<file path="src/rtl/msg_scroller.sv">
// msg_scroller: scrolls a stored message of letter codes (0..9) across four
// 7-segment digit positions.
//
// Ports:
//   clk, reset           single clock, synchronous active-high reset
//   wr_en/wr_addr/wr_data message memory write port (codes above 9 rejected)
//   msg_len              message length captured on an accepted start
//   start, stop          single-cycle control pulses (stop wins over start)
//   hold                 level; freezes the scroll timer and pointer
//   code0..code3         registered letter codes, code0 is the leftmost digit
//   dig_en               registered per-digit enable, bit k qualifies codek
//   busy                 high while in SHOW
//   wrap                 one-cycle pulse when the scroll pointer returns to 0
//   wr_err               one-cycle pulse after a rejected write
module msg_scroller #(
  parameter int unsigned TICK_DIV = 25000000,
  parameter int unsigned DEPTH    = 16
) (
  input  logic       clk,
  input  logic       reset,
  input  logic       wr_en,
  input  logic [3:0] wr_addr,
  input  logic [5:0] wr_data,
  input  logic [4:0] msg_len,
  input  logic       start,
  input  logic       stop,
  input  logic       hold,
  output logic [5:0] code0,
  output logic [5:0] code1,
  output logic [5:0] code2,
  output logic [5:0] code3,
  output logic [3:0] dig_en,
  output logic       busy,
  output logic       wrap,
  output logic       wr_err
);

  localparam int unsigned AW = 4;
  localparam int unsigned DW = 6;
  localparam int unsigned LW = 5;
  localparam int unsigned CW = (TICK_DIV > 2) ? $clog2(TICK_DIV) : 1;
  localparam int unsigned ND = 4;

  typedef enum logic {IDLE = 1'b0, SHOW = 1'b1} state_t;

  state_t          state, state_nxt;
  logic [LW-1:0]   len_r, len_nxt;
  logic [AW-1:0]   ptr, ptr_nxt;
  logic [CW-1:0]   cnt, cnt_nxt;
  logic            wrap_nxt;
  logic [DW-1:0]   mem [DEPTH];

  logic            start_ok;
  logic            terminal;
  logic            show_out;
  logic [LW-1:0]   sum   [ND];
  logic [LW-1:0]   idx   [ND];
  logic [DW-1:0]   code_nxt [ND];
  logic [ND-1:0]   dig_nxt;

  assign start_ok = start && (msg_len != '0) && (msg_len <= LW'(DEPTH));
  assign terminal = (cnt == CW'(TICK_DIV - 1));

  // Message memory: survives reset, rejects codes above 9.
  always_ff @(posedge clk) begin
    if (!reset && wr_en && (wr_data <= DW'(9))) begin
      mem[wr_addr] <= wr_data;
    end
  end

  // State and datapath registers.
  always_ff @(posedge clk) begin
    if (reset) begin
      state <= IDLE;
      len_r <= '0;
      ptr   <= '0;
      cnt   <= '0;
    end else begin
      state <= state_nxt;
      len_r <= len_nxt;
      ptr   <= ptr_nxt;
      cnt   <= cnt_nxt;
    end
  end

  // Next-state, scroll timer and pointer advance.
  always_comb begin
    state_nxt = state;
    len_nxt   = len_r;
    ptr_nxt   = ptr;
    cnt_nxt   = cnt;
    wrap_nxt  = 1'b0;
    case (state)
      IDLE: begin
        cnt_nxt = '0;
        ptr_nxt = '0;
        if (start_ok) begin
          state_nxt = SHOW;
          len_nxt   = msg_len;
        end
      end
      SHOW: begin
        if (start_ok) begin
          len_nxt = msg_len;
          ptr_nxt = '0;
          cnt_nxt = '0;
        end else if (!hold) begin
          if (terminal) begin
            cnt_nxt = '0;
            // Messages that fit in the window stay static.
            if (len_r > LW'(ND)) begin
              if ({1'b0, ptr} == (len_r - LW'(1))) begin
                ptr_nxt  = '0;
                wrap_nxt = 1'b1;
              end else begin
                ptr_nxt = ptr + AW'(1);
              end
            end
          end else begin
            cnt_nxt = cnt + CW'(1);
          end
        end
      end
      default: state_nxt = IDLE;
    endcase
    if (stop) begin
      state_nxt = IDLE;
      ptr_nxt   = '0;
      cnt_nxt   = '0;
      wrap_nxt  = 1'b0;
    end
  end

  // Window generation; 5-bit sums keep (ptr+k) mod len_r exact at len 16.
  assign show_out = (state == SHOW) && (state_nxt == SHOW);

  always_comb begin
    dig_nxt = '0;
    for (int k = 0; k < ND; k++) begin
      sum[k]      = {1'b0, ptr} + LW'(k);
      idx[k]      = (sum[k] >= len_r) ? (sum[k] - len_r) : sum[k];
      code_nxt[k] = '0;
      if (show_out && (LW'(k) < len_r)) begin
        code_nxt[k] = mem[AW'(idx[k])];
        dig_nxt[k]  = 1'b1;
      end
    end
  end

  // Output registers.
  always_ff @(posedge clk) begin
    if (reset) begin
      code0  <= '0;
      code1  <= '0;
      code2  <= '0;
      code3  <= '0;
      dig_en <= '0;
      busy   <= 1'b0;
      wrap   <= 1'b0;
      wr_err <= 1'b0;
    end else begin
      code0  <= code_nxt[0];
      code1  <= code_nxt[1];
      code2  <= code_nxt[2];
      code3  <= code_nxt[3];
      dig_en <= dig_nxt;
      busy   <= (state_nxt == SHOW);
      wrap   <= wrap_nxt;
      wr_err <= wr_en && (wr_data > DW'(9));
    end
  end

endmodule
</file>
<file path="config.mk">
export PLATFORM = sky130hd
export DESIGN_NAME = msg_scroller
export DESIGN_NICKNAME = d
export VERILOG_FILES = /design/src/rtl/msg_scroller.sv
export SDC_FILE = /design/constraint.sdc
export NUM_CORES = 1
export LEC_CHECK = 0
export ABC_AREA = 1
export CORE_MARGIN = 2
export CORE_UTILIZATION = 45
export CTS_BUF_LIST = sky130_fd_sc_hd__clkbuf_2 sky130_fd_sc_hd__clkbuf_4 sky130_fd_sc_hd__clkbuf_8
export DETAILED_ROUTE_END_ITERATION = 10
export GPL_TIMING_DRIVEN = 0
export MAX_ROUTING_LAYER = met4
export PLACE_DENSITY = 0.66
export SLEW_MARGIN = 25
export SYNTH_ARGS = -nofsm -noshare
export SYNTH_HDL_FRONTEND = slang
export SYNTH_SLANG_ARGS = --single-unit
</file>
<file path="constraint.sdc">
create_clock -name clk -period 3.1 [get_ports clk]
set_input_delay 0.62 -clock clk [delete_from_list [all_inputs] [get_ports clk]]
set_output_delay 0.62 -clock clk [all_outputs]
set_load 0.01 [all_outputs]
</file>
# Word-level counts from Yosys, hierarchy flattened
# Memories as Yosys holds them, arrays and structs flattened. A register that Yosys moved wholly into a read port is not among the register bits.
# Index checks and enable logic that the tools add are counted.
totals:
  ff_bits: 41
  ramBits: 96
  in_bits: 21
  word_cells: 86
  n_memories: 1
mem_list:
  columns: ["name", "depth", "width", "read_ports", "rd_clocked_by_memory_dff", "wr", "line_no", "source"]
  rows:
  - ["mem", 16, 6, 4, 4, 1, "51", "logic [DW-1:0] mem [DEPTH];"]
op_classes:
  n_addsub: 10
  magnitude_cmp: 12
  n_eq_ne: 5
  n_mux: 25
  bitwise: 7
  reduce_logical: 19
ops:
  columns: ["operator", "count"]
  rows:
  - ["2-to-1 mux 25 bit", 3]
  - ["one-hot mux 25 bit (2 select lines)", 1]
  - ["2-to-1 mux 4 bit", 9]
  - ["adder 25 x 1 -> 25 bit (second input constant)", 1]
  - ["== test 25 bit (second input constant)", 1]
  - ["subtractor 4 bit", 4]
  - ["greater-or-equal comparator 5 bit", 3]
  - ["adder 4 x 2 -> 5 bit (second input constant)", 2]
  - ["logical AND 1 bit", 10]
  - ["less-than comparator 1 x 5 -> 1 bit (first input constant)", 2]
  - ["less-than comparator 2 x 5 -> 1 bit (first input constant)", 2]
  - ["2-to-1 mux 1 bit", 10]
  - ["OR reduction 2 bit", 5]
  - ["one-hot mux 4 bit (2 select lines)", 1]
  - ["inverter 1 bit", 7]
  - ["OR reduction 7 bit", 1]
  - ["> comparator 6 x 4 -> 1 bit (second input constant)", 1]
  - ["less-or-equal comparator 6 x 4 -> 1 bit (second input constant)", 1]
  - ["!= test 3 x 1 -> 1 bit (second input constant)", 2]
  - ["adder 4 x 1 -> 5 bit (second input constant)", 1]
  - ["== test 4 x 5 -> 1 bit", 1]
  - ["greater-or-equal comparator 4 x 5 -> 1 bit", 1]
  - ["> comparator 5 x 3 -> 1 bit (second input constant)", 1]
  - ["less-or-equal comparator 5 bit (second input constant)", 1]
  - ["other kinds (7)", 7]

# Longest topological paths before layout
depth:
  depth_word: 10
  ltp_mapped: 20

# Least setup slack after synthesis
# Ideal clock, no wire load.
synth_path:
  path_kind: "flip-flop to flip-flop"
  start: "register ptr[1]"
  end: "register code3[3] (read register of mem)"
  setup_time_ns: 0.120
  arrival_ns: 2.733
  required_ns: 2.980
  setup_slack_ns: 0.247
  path_stages_with_launch: 17
  path_buffers: 1
  synth_period_minus_slack_ns: 2.853
  cell_sequence: "dfxtp_1 -> inv_1 -> ha_1 -> inv_1 -> ha_1 -> nand2_1 -> nor2_1 -> nand2_2 -> nand3_4 -> nand2_1 -> nand2_1 -> clkbuf_1 -> nand2_1 -> nand3_1 -> nand3_1 -> nand3_1 -> a21oi_1"
synth_via:
  elab_chain_len: 3
synth_rtl:
  columns: ["item", "line_no", "source"]
  rows:
  - ["from (decl)", "48", "logic [AW-1:0] ptr, ptr_nxt;"]
  - ["from (signal assigned)", "81", "ptr <= ptr_nxt;"]
  - ["adder 4 x 2 -> 5 bit *", "140", "sum[k] = {1'b0, ptr} + LW'(k);"]
  - ["subtractor 4 bit or greater-or-equal comparator 5 bit (tied branches)", "141", "idx[k] = (sum[k] >= len_r) ? (sum[k] - len_r) : sum[k];"]
  - ["2-to-1 mux 4 bit *", "141", null]
  - ["to (decl)", "31", "output logic [5:0] code3,"]
# Every way passes the cells marked *; elsewhere a longest branch is shown, timed or not.
# A chain may end at the register's enable or synchronous reset.

# Worst setup path after layout
layout_path:
  start: "register ptr[0]"
  end: "register code3[1] (read register of mem)"
# Same word-level chain as after synthesis.

==> results_dict.tcl <==
set metrics [dict create \
    status "completed" \
    grt_pass1_wl_um 63600 \
    clk_pin_slew_worst_paths_ns 0.11 \
    synth-edff-count 96 \
    grt_pass1_vias 10400 \
    initial_utilization 0.458 \
    max_cap_violations 0 \
    synth_compound_area_frac 0.0563 \
    grt.busiest_layer "met2" \
    htreeDepth 4 \
    tightestPinTransition_ns 1.19 \
    antenna_found_initial 0 \
    cts.hold.buffers_added 0 \
    muxShareOfSynthArea 0 \
    synth_seq_area_share 0.391 \
    avgViaCountPerCell 5.80 \
    peakVddDrop_mv 0.259 \
    final.setup_skew_ns 0.0244 \
    syn_area_per_cell_um2 6.98 \
    maxSlewHeadroom 0.205 \
    slew_violations 0 \
    setup_tns_ns 0 \
    register_area_mm2 0.00419 \
    synthesis.nets 1582 \
    synth_top_area_frac 0.269 \
    fill_cells 2231 \
    synth_flop_cell "edfxtp_1" \
    utilization 0.558 \
    clock-sinks 161 \
    period_share 0.994 \
    drive_gt1_frac 0.136 \
    multiInputGateArea_mm2 0.00601 \
    finalWirelength_um 43700 \
    clockRootBuffer "clkbuf_8" \
    endpoint_kind "flop" \
    gr-usage-met1 0.494 \
    overflow 0 \
    power.density_mw_per_mm2 454 \
    setup_viol 0 \
    io_pins 52 \
    netlist_area_mm2 0.0107 \
    ys_warn_count 0 \
    synth-xor-area-share 0.0139 \
    min_path_type "reg2reg" \
    drc 0 \
    p_leak_nw 5.41 \
    yosys.area_share.adder 0.0355 \
    fin_crit_ns 3.08 \
    gp_congestion 1.07 \
    startpoint_type "flop" \
    path_max_fanout 10 \
    cp.required_ns 3.47 \
    finalHoldViolations 0 \
    nets 1694 \
    synth_top_family_by_area "simple AND/OR/NAND/NOR gates" \
    hpwl_um 32700 \
    die_w_um 158 \
    grt_usage 0.358 \
    netlist_instances 1533 \
    first_iter_violations 1420 \
    synth.distinct_cells 38 \
    cts_buffers 17 \
    core-area_mm2 0.0234 \
    grtUsageMet2 0.520 \
    area_growth_pct 21.9 \
    die_area_mm2 0.0250 \
    ant_nets 0 \
    netlist_top_cells_area "edfxtp_1, nand3_1, nand2_1, dfxtp_1, inv_1" \
    ys_ff_latch 161 \
    die_y_um 158 \
    crit_type "reg2reg" \
    arrival_ns 3.45 \
    synth_simple_gate_area_frac 0.409 \
    vias 11500 \
    yosysMostFrequentCell "nand2_1" \
    std_cell_rows 56 \
    wl_per_cell_um 22.1 \
    clkLatencyLatePin_ns 0.48 \
    diodes 0 \
    final_cells 1977 \
    synth.largest_area_cell "edfxtp_1" \
    cts_buffer_depth 2 \
    drt_first_pass_iters 6 \
    grt_max_degree 19 \
    synth_common_cells "nand2_1, nand3_1, inv_1, edfxtp_1, nor2_1" \
    async_flop_share 0 \
    port_buffers 51 \
    fmax_mhz 325 \
    cts_tree "yes" \
    grt_use_met3 0.0738 \
    place_inst 1903 \
]
-- worst max-delay path: stages, from the launching register on --
cell	delay [ns]
dfxtp_4	0.38
buf_8	0.14
clkinvlp_4	0.19
ha_4	0.36
clkinvlp_4	0.17
ha_4	0.31
nand2_1	0.05
nor2_2	0.09
nand2_2	0.12
nand3_4	0.14
nand2_1	0.12
nand2_4	0.13
buf_4	0.22
nand2_1	0.07
nand3_1	0.08
nand3_1	0.15
nand3_1	0.16
a21oi_1	0.08
-- sequential cells by signal, summed over array words and instances (netlist names) --
register,count
mem,96
cnt,25
code0,6
code1,6
code2,6
code3,6
len_r,5
dig_en,4
ptr,4
busy,1
wr_err,1
wrap,1
-- through the flow --
stage / instance area (um^2) / hold slack, ns / total power, mW / setup WS (ns)
final: 13100 / 0.468 / 5.93 / 0.0184
after global routing: 13100 / 0.490 / 6.14 / -0.0910
after CTS: 12500 / 0.469 / 5.69 / 0.000419
after detailed placement: 11600 / 0.451 / 4.00 / -0.985
after global placement: 11600 / 0.432 / 4.00 / -0.976
after floorplan: 10700 / 0.421 / 3.44 / 0.247
-- layout by cell type, fill, tap and decap left out, types with 14 or more instances in the layout --
cell and count:
dfxtp_1 61, clkbuf_8 19, a21oi_1 53, buf_4 58, nand2_1 438, ha_1 17, edfxtp_1 96, clkdlybuf4s50_1 51
inv_1 164, nand3_1 399, nor2_1 66, o21ai_0 14, nand4_1 15
-- final cells by class --
class / instances / share of cell area
Clock buffer: 17 / 0.0179
Timing Repair Buffer: 91 / 0.0660
Buffer: 67 / 0.0413
Clock inverter: 15 / 0.0120
Sequential cell: 161 / 0.321
Multi-Input combinational cell: 1136 / 0.461
Inverter: 171 / 0.0503
Tap cell: 319 / 0.0306
-- logic make-up after synthesis --
family | Yosys count
compound gates | 109
simple gates | 979
fa+ha+maj | 28
xor+xnor | 17
flops | 161
buf+inv | 239
-- power breakdown --
part           internal, mW  switching (mW)  total, mW
clock network         0.608           0.984       1.59
logic                 0.713            1.34       2.05
registers              2.27          0.0102       2.28
-- final timing paths --
kind	startpoint	endpoint	slack, ns	cells past startpoint
worst max register to register	ptr[0]	code3[1]	0.02	17
worst min register to register	cnt[19]	cnt[19]	0.47	2
worst max-delay path	ptr[0]	code3[1]	0.02	17
worst min-delay path	cnt[19]	cnt[19]	0.47	2
-- repair_timing --
item / in CTS / in global routing
pin swaps: 5 / 16
setup buffers: 15 / 23
cloned: 2 / 3
gates resized for setup: 88 / 94
setup endpoints to repair: 24 / 24
-- routing by layer --
metal,part of all wire,up-vias
met3,0.11,87
li1,-,5342
met1,0.42,5339
met2,0.44,698
met5,0,-
met4,0.035,0
No activity file was read; power rests on OpenSTA's default activity.
